===== config.mk =====
export PLATFORM = sky130hd
export DESIGN_NAME = multicycle_control_unit
export DESIGN_NICKNAME = d
export VERILOG_FILES = /design/src/rtl/multicycle_control_unit.sv
export SDC_FILE = /design/constraint.sdc
export NUM_CORES = 1
export LEC_CHECK = 0
export ABC_AREA = 0
export BUFFER_PORTS_ARGS = -buffer_cell sky130_fd_sc_hd__buf_4
export CAP_MARGIN = 25
export CORE_ASPECT_RATIO = 0.5
export CORE_MARGIN = 5
export CORE_UTILIZATION = 35
export CTS_CLUSTER_SIZE = 25
export DETAILED_ROUTE_END_ITERATION = 8
export PLACE_DENSITY = 0.63
export SLEW_MARGIN = 20
export SYNTH_ARGS = -nofsm -noshare
export SYNTH_HDL_FRONTEND = slang
export SYNTH_SLANG_ARGS = --single-unit
export TNS_END_PERCENT = 50

===== constraint.sdc =====
create_clock -name clk -period 1.8 [get_ports clk]
set_input_delay 0.09 -clock clk [delete_from_list [all_inputs] [get_ports clk]]
set_output_delay 0.09 -clock clk [all_outputs]
set_load 0.02 [all_outputs]

===== src/rtl/multicycle_control_unit.sv =====
// Multicycle control unit: sequences fetch/decode/execute/memory/write-back and
// drives the datapath control word, with a memory-wait timeout and a retired count.
module multicycle_control_unit #(
  parameter int                  OPCODE_W    = 4,
  parameter logic [OPCODE_W-1:0] OP_NOP      = OPCODE_W'(0),
  parameter logic [OPCODE_W-1:0] OP_LOAD     = OPCODE_W'(2),
  parameter logic [OPCODE_W-1:0] OP_STORE    = OPCODE_W'(4),
  parameter logic [OPCODE_W-1:0] OP_BRZ      = OPCODE_W'(8),
  parameter logic [OPCODE_W-1:0] OP_HALT     = {OPCODE_W{1'b1}},
  parameter int                  MEM_TIMEOUT = 15,
  parameter int                  RETIRE_W    = 16
) (
  input  logic                  clk,
  input  logic                  rst_n,
  input  logic [OPCODE_W-1:0]   opcode,
  input  logic                  instr_valid,
  output logic                  instr_ready,
  output logic                  ir_write,
  input  logic                  zero_flag,
  input  logic                  mem_ready,
  output logic [OPCODE_W+4:0]   cw,
  output logic                  pc_write,
  output logic                  instr_done,
  output logic                  halted,
  output logic                  err,
  output logic [RETIRE_W-1:0]   retired
);

  localparam int WAIT_W = (MEM_TIMEOUT > 0) ? $clog2(MEM_TIMEOUT + 1) : 1;
  localparam logic [WAIT_W-1:0] WAIT_MAX  = WAIT_W'(MEM_TIMEOUT);
  localparam logic [WAIT_W-1:0] WAIT_LAST = WAIT_W'(MEM_TIMEOUT - 1);

  typedef enum logic [2:0] {
    S_FETCH, S_DECODE, S_EXECUTE, S_MEM, S_WRITEBACK, S_HALT, S_ERROR
  } state_t;

  state_t                state_r, state_s;
  logic [OPCODE_W-1:0]   op_r;
  logic [WAIT_W-1:0]     wait_r, wait_s;
  logic [RETIRE_W-1:0]   retired_r;

  logic [OPCODE_W-1:0]   alu_op_s;
  logic alu_en_s, mem_read_s, mem_write_s, reg_write_s, pc_src_s;
  logic pc_write_s, done_s, ready_s, halted_s, err_s, accept_s;
  logic is_nop_s, is_load_s, is_store_s, is_brz_s, is_halt_s;

  assign is_nop_s   = (op_r == OP_NOP);
  assign is_load_s  = (op_r == OP_LOAD);
  assign is_store_s = (op_r == OP_STORE);
  assign is_brz_s   = (op_r == OP_BRZ);
  assign is_halt_s  = (op_r == OP_HALT);

  // State, captured opcode, memory wait counter and retired counter
  always_ff @(posedge clk or negedge rst_n) begin
    if (!rst_n) begin
      state_r   <= S_FETCH;
      op_r      <= '0;
      wait_r    <= '0;
      retired_r <= '0;
    end else begin
      state_r <= state_s;
      wait_r  <= wait_s;
      if (accept_s) op_r <= opcode;
      if (done_s) retired_r <= retired_r + RETIRE_W'(1);
    end
  end

  // Next-state and per-state control decode
  always_comb begin
    state_s     = state_r;
    wait_s      = wait_r;
    alu_op_s    = '0;
    alu_en_s    = 1'b0;
    mem_read_s  = 1'b0;
    mem_write_s = 1'b0;
    reg_write_s = 1'b0;
    pc_src_s    = 1'b0;
    pc_write_s  = 1'b0;
    done_s      = 1'b0;
    ready_s     = 1'b0;
    halted_s    = 1'b0;
    err_s       = 1'b0;
    accept_s    = 1'b0;
    case (state_r)
      S_FETCH: begin
        ready_s  = 1'b1;
        accept_s = instr_valid;
        if (instr_valid) state_s = S_DECODE;
        else             state_s = S_FETCH;
      end
      S_DECODE: begin
        if (is_nop_s) begin
          pc_write_s = 1'b1;
          done_s     = 1'b1;
          state_s    = S_FETCH;
        end else if (is_halt_s) begin
          state_s = S_HALT;
        end else begin
          state_s = S_EXECUTE;
        end
      end
      S_EXECUTE: begin
        alu_en_s = 1'b1;
        wait_s   = '0;
        if (is_load_s || is_store_s) begin
          state_s = S_MEM;
        end else if (is_brz_s) begin
          alu_op_s   = op_r;
          pc_src_s   = zero_flag;
          pc_write_s = 1'b1;
          done_s     = 1'b1;
          state_s    = S_FETCH;
        end else begin
          alu_op_s = op_r;
          state_s  = S_WRITEBACK;
        end
      end
      S_MEM: begin
        mem_read_s  = is_load_s;
        mem_write_s = is_store_s;
        // A completing access wins over a timeout landing in the same cycle
        if (mem_ready) begin
          if (is_load_s) begin
            state_s = S_WRITEBACK;
          end else begin
            pc_write_s = 1'b1;
            done_s     = 1'b1;
            state_s    = S_FETCH;
          end
        end else begin
          if (wait_r != WAIT_MAX) wait_s = wait_r + WAIT_W'(1);
          else                    wait_s = wait_r;
          if ((MEM_TIMEOUT != 0) && (wait_r == WAIT_LAST)) state_s = S_ERROR;
          else                                             state_s = S_MEM;
        end
      end
      S_WRITEBACK: begin
        reg_write_s = 1'b1;
        pc_write_s  = 1'b1;
        done_s      = 1'b1;
        state_s     = S_FETCH;
      end
      S_HALT: begin
        halted_s = 1'b1;
      end
      S_ERROR: begin
        halted_s = 1'b1;
        err_s    = 1'b1;
      end
      default: begin
        state_s = S_ERROR;
      end
    endcase
  end

  // Outputs are forced low while reset is held, even though state sits in FETCH
  assign instr_ready = rst_n & ready_s;
  assign ir_write    = rst_n & ready_s & instr_valid;
  assign cw          = rst_n ? {pc_src_s, reg_write_s, mem_write_s, mem_read_s, alu_en_s, alu_op_s}
                             : '0;
  assign pc_write    = rst_n & pc_write_s;
  assign instr_done  = rst_n & done_s;
  assign halted      = rst_n & halted_s;
  assign err         = rst_n & err_s;
  assign retired     = retired_r;

endmodule


# == Yosys cells after proc, flatten, opt, wreduce, memory -nomap -nowiden ==
# Index checks and enable logic that the tools add are counted.
# totals
mem_bits_ro,0
mem_count,0
inputBits,9
wordCells,63
out_inout_bits,31
reg_bits,27
latchBits,0
ramBits,0
# classes
n_mux,32
bitwise_logic,5
mul,0
eq_ne,14
addsub,2
reduce_logical,6
shift,0
order_cmp,0
div_mod_pow,0
# ops
operator,count
two-way mux 3 bit,7
one-hot mux 3 bit (6 select lines),1
two-way mux 1 bit,17
adder 16 x 1 -> 16 bit (second input constant),1
two-way mux 4 bit,4
equality test 4 bit (second input constant),3
equality test 3 bit (second input constant),3
two-way mux 9 bit,1
one-hot mux 4 bit (2 select lines),1
equality test 3 x 2 -> 1 bit (second input constant),2
bitwise AND 1 bit,5
adder 4 x 1 -> 4 bit (second input constant),1
equality test 4 x 2 -> 1 bit (second input constant),1
equality test 4 x 3 -> 1 bit (second input constant),1
zero test 4 bit,1
inequality test 2 bit (second input constant),2
inequality test 4 bit (second input constant),1
one-hot mux 1 bit (4 select lines),1
equality test 3 x 1 -> 1 bit (second input constant),1
zero test 3 bit,1
AND reduction 3 bit,1
nonzero test 2 bit,1
OR reduction 2 bit,1
logical OR 1 bit,1

# == Depth between registers and ports, before layout ==
# depth
depth_word,5
mapped_depth,6

# == Least setup slack after synthesis ==
# Ideal clock, no wire load.
# synth_path
path_type,reg2out
start,reg state_r[2]
end,out cw[8]
stages_incl_launch_ff,6
arrival_ns,2.045
path_buffers,1
setup_slack_ns,-0.335
required_ns,1.710
cell_sequence,dfrtp_1 > buf_2 > nand2b_1 > nor3b_1 > and2_1 > and3_1
# synth_via
elab_chain_len,3
# synth_rtl
item,line,text
"start, declared",37,"state_t state_r, state_s;"
"start signal, assigned",61,state_r <= state_s;
equality test 3 x 2 -> 1 bit,84,case (state_r)
two-way mux 1 bit,84,
two-way mux 9 bit,159,"assign cw = rst_n ? {pc_src_s, reg_write_s, mem_write_s, mem_read_s, alu_en_s, alu_op_s}"
"end, declared",21,"output logic [OPCODE_W+4:0] cw,"
# Every way passes these cells.

# == Worst setup path after layout ==
# layout_path
start,reg op_r[2]
end,out instr_done
# layout_via
elab_chain_len,5
elab_cells_between_ends,12
cone_classes,eq/ne (3); mux (6); bitwise (1); reduce/logical (2)
# layout_rtl
item,line,text
"start, declared",38,logic [OPCODE_W-1:0] op_r;
"start signal, assigned",63,if (accept_s) op_r <= opcode;
"equality test 4 x 2 -> 1 bit, or another cell as far along",48,assign is_load_s = (op_r == OP_LOAD);
"two-way mux 1 bit, or another cell as far along",123,if (is_load_s) begin
"two-way mux 1 bit, on equally long branches","122, 105",
one-hot mux 1 bit (4 select lines) *,84,
bitwise AND 1 bit *,162,assign instr_done = rst_n & done_s;
"end, declared",23,"output logic instr_done,"
# Every way passes the cells marked *; elsewhere a longest branch is shown, timed or not.

==> impl_summary.log <==
[metrics] grt ovf: 0
[metrics] dpl cells: 259
[metrics] number of failing setup endpoints in the final timing report: 2
[metrics] Leakage Power: ~0.0011 uW
[metrics] part of the Yosys area used for sequential elements: about two fifths
[metrics] clock root buffer master: clkbuf_8
[metrics] FP Rows: 17
[metrics] number of cells on the worst reg-to-reg path: 6
[metrics] vias post-DR: around 1400
[metrics] Switching Share: around 25%
[metrics] EDFF count, synth: 0
[metrics] Inserted Diodes: 0
[metrics] result of the run: finished with violations
[metrics] mean instance size in the synthesized netlist: approximately 10 um2
[metrics] overall routing resource usage: approximately an eighth
[metrics] share of power burned in the clock network: 33.9%
[metrics] Int Power: about 830 uW
[metrics] top fanout value on the critical path: 2
[metrics] share of total power in sequential cells: 56.2%
[metrics] footprint of the flip-flops and latches: between 600 and 700 um2
[metrics] clock input transition at the sequential cells of the worst setup and hold paths: 0.10 ns
[metrics] end-of-flow core utilization: between 50% and 60%
[metrics] die extent in y: 58.43 um
[metrics] period utilization: 102.0%
[metrics] antenna violation net count after detailed routing: 0
[metrics] TritonCTS clock tree: built
[metrics] length of the first detailed-routing pass in iterations: 5
[metrics] post-layout worst setup margin: -0.03627 ns
[metrics] violations in the final reports: negative setup slack
[metrics] quantity of I/O buffers inserted on ports: 39
[metrics] clock tree skew after final layout: 0.004389 ns
[metrics] final HPWL from detailed placement: between 2000 and 3000 um
[metrics] Pwr Density: between 400 and 500 mW/mm2
[metrics] total wirelength of the detailed-routed design: approximately 4000 um
[metrics] Critical Path AT: approximately 1.8 ns
[metrics] post-synthesis sequential element count: 27
[metrics] number of maximum-capacitance violations: 0
[metrics] ranking of synthesized cells by area: dfrtp_1, xnor2_1, o2111ai_1
[metrics] floorplan die area: roughly 0.0062 mm2
[metrics] multi-input logic area: ~940 um2
[metrics] fraction of final layout cells with drive strength greater than 1: roughly 43%
[metrics] wire length of the first global-routing pass: around 6600 um
[metrics] Slew Viols, Final: 0
[metrics] area delta synth->final: 42.00%
[metrics] final routed wire length divided by cell count: ~15 um
[metrics] slew at the pin closest to its max-slew limit: between 0.3 and 0.4 ns
[metrics] chip width: between 100 and 150 um
[metrics] cell area after synthesis: about 0.0016 mm2
[metrics] peak clock frequency supported by timing: 0.5446 GHz
[metrics] max_slew headroom: between 70% and 80%
[metrics] initial antenna violation count: 0
[metrics] H-tree lvl count: 1
[metrics] number of I/O pins: 40
[metrics] path type of the worst min-delay path: primary input to flip-flop
[metrics] logic gate share of total power: between 9 and 10%
[metrics] Reg2Reg Setup Slack: ~0.08 ns
[metrics] shortest clock period the worst path allows after layout: 1.836 ns
[metrics] clock latency on the worst-skew pair: approximately 0.28 ns
[metrics] most used flip-flop cell after synthesis: dfrtp_1
[metrics] proportion of synthesized flip-flops having asynchronous set or reset: 100.0%
[metrics] TritonCTS buffer count: 3
[metrics] startpoint type of the worst setup path: flip-flop
[metrics] biggest area consumer among synthesized cells: dfrtp_1
[metrics] drt drc: 0
[metrics] RSZ-0062 raised after global routing: yes
[metrics] total of fill cells in the finished design: around 410
[metrics] initial DRC count: 35
[metrics] Initial Utilization: around 37%
[metrics] total count of hold-check failures in the final report: 0
[metrics] Final Instance Count excl. Fillers: 278
[metrics] Critical Path End Type: primary output
[metrics] Synth top area share: about two fifths
[metrics] Max VDD drop: 302.4 uV
[metrics] hold depth: 3
[metrics] via count of the first global-routing pass: roughly 1400
[metrics] largest net degree at the start of global routing: 22
[metrics] gpl congestion: between 0.7 and 0.8
[metrics] total core area: about 0.0045 mm2
[metrics] number of nets in the layout: approximately 230
[metrics] number of sinks on the clock net: 27
[metrics] Yosys cell types: 46
[metrics] drt via density: slightly above 5
[metrics] Required @ worst endpoint: between 1.5 and 2 ns
[metrics] buffer levels on the longest clock path: 2
[metrics] sw power: about 280 uW
[metrics] Syn Nets: about 170
[metrics] instance count of the mapped netlist: 160
[metrics] synthesis warning total: 0
[metrics] worst setup path category: flip-flop to primary output
cells in the mapped netlist, types with 5 or more instances:
master     number
and3_1          6
xnor2_1        15
o2111ai_1       6
and2_1          6
nand2_1         7
dfrtp_1        27
buf_2           5
o21ai_0         9
nor2_1          7
power by group through the flow:
stage	combinational [uW]	clock [uW]	sequential (uW)
after floorplan	44.2	0	628
after global placement	85.7	0	635
after detailed placement	86.5	0	635
after CTS	99.3	390	622
after global routing	120	411	625
final	109	376	623
cell type report:
type	count	share of cell area [%]
clock buffers	3	1.771
clock inverters	1	0.3757
inverters	4	0.6441
multi-input cells	118	40.47
flip-flops and latches	27	29.31
well taps	57	3.060
repair buffers	68	24.37
metrics by stage:
step | hold WS, ns | total power, uW | area (um2) | setup TNS, ns | setup WS (ns)
2_1_floorplan | -0.2056 | 672.5 | 1653 | -0.007161 | -0.007161
3_3_place_gp | -0.04253 | 720.2 | 2081 | 0 | 0.1773
3_5_place_dp | -0.03993 | 721.9 | 2081 | 0 | 0.1563
4_1_cts | 0.005916 | 1111 | 2225 | -0.08007 | -0.04005
5_1_grt | 0.02951 | 1155 | 2331 | -0.2828 | -0.1003
6_report | 0.007794 | 1109 | 2331 | -0.07244 | -0.03627
state kept, by name, indices dropped and copies added (netlist names):
name	cells
op_r	4
retired	16
state_r	3
wait_r	4
per-layer routing:
metal	vias to the layer above	part of all wire (%)	global-route usage, %
met1	700	47	17.96
li1	708	-	-
met2	28	48	21.02
met5	-	0	0
met4	0	0.93	3.461
met3	4	3.7	3.067
critical path, cell delays in order (launching register included):
cell     delay (ns)
dfrtp_2        0.45
nor4b_4        0.36
o32ai_4        0.12
or2_4          0.24
and2_4         0.17
buf_6          0.12
path summary, 6_finish.rpt:
check,startpoint,end
min,opcode[2],op_r[2]$_DFFE_PN0N_
max,op_r[2]$_DFFE_PN0N_,instr_done
max reg2reg,op_r[2]$_DFFE_PN0N_,state_r[2]$_DFFE_PN0P_
min reg2reg,retired[15]$_DFFE_PN0P_,retired[15]$_DFFE_PN0P_
max in group asynchronous,rst_n,state_r[1]$_DFFE_PN0P_
min in group asynchronous,rst_n,retired[11]$_DFFE_PN0P_
kinds of logic after synthesis:
logic type	Yosys count	synth area share [%]
buffers and inverters	15	4.954
adders and majority gates	3	2.287
DFF	27	41.16
muxes	5	3.582
and+or+nand+nor	54	20.66
xor gates and xnor gates	17	9.071
AOI/OAI and AO/OA	39	18.29
what timing repair did:
| item | 4_1_cts | 5_1_grt |
|---|---|---|
| hold buffers | 1 | 0 |
| pin swaps | 5 | 5 |
| cloned | 0 | 0 |
| endpoints found under the hold margin | 27 | 0 |
| setup buffers | 6 | 9 |
| endpoints found under the setup margin | 6 | 9 |
| resized for setup | 12 | 11 |
placed cells by master (no fill, tap or decap), types with 4 or more instances in the layout:
master,count
a21oi_1,4
and2_1,4
and3_1,5
buf_4,58
buf_6,6
dfrtp_1,21
dfrtp_2,6
inv_1,4
nand2_1,7
nand3_1,4
nor2_1,7
o2111ai_1,6
o211ai_1,4
o21ai_0,9
xnor2_1,15
No activity file was read; power rests on OpenSTA's default activity.
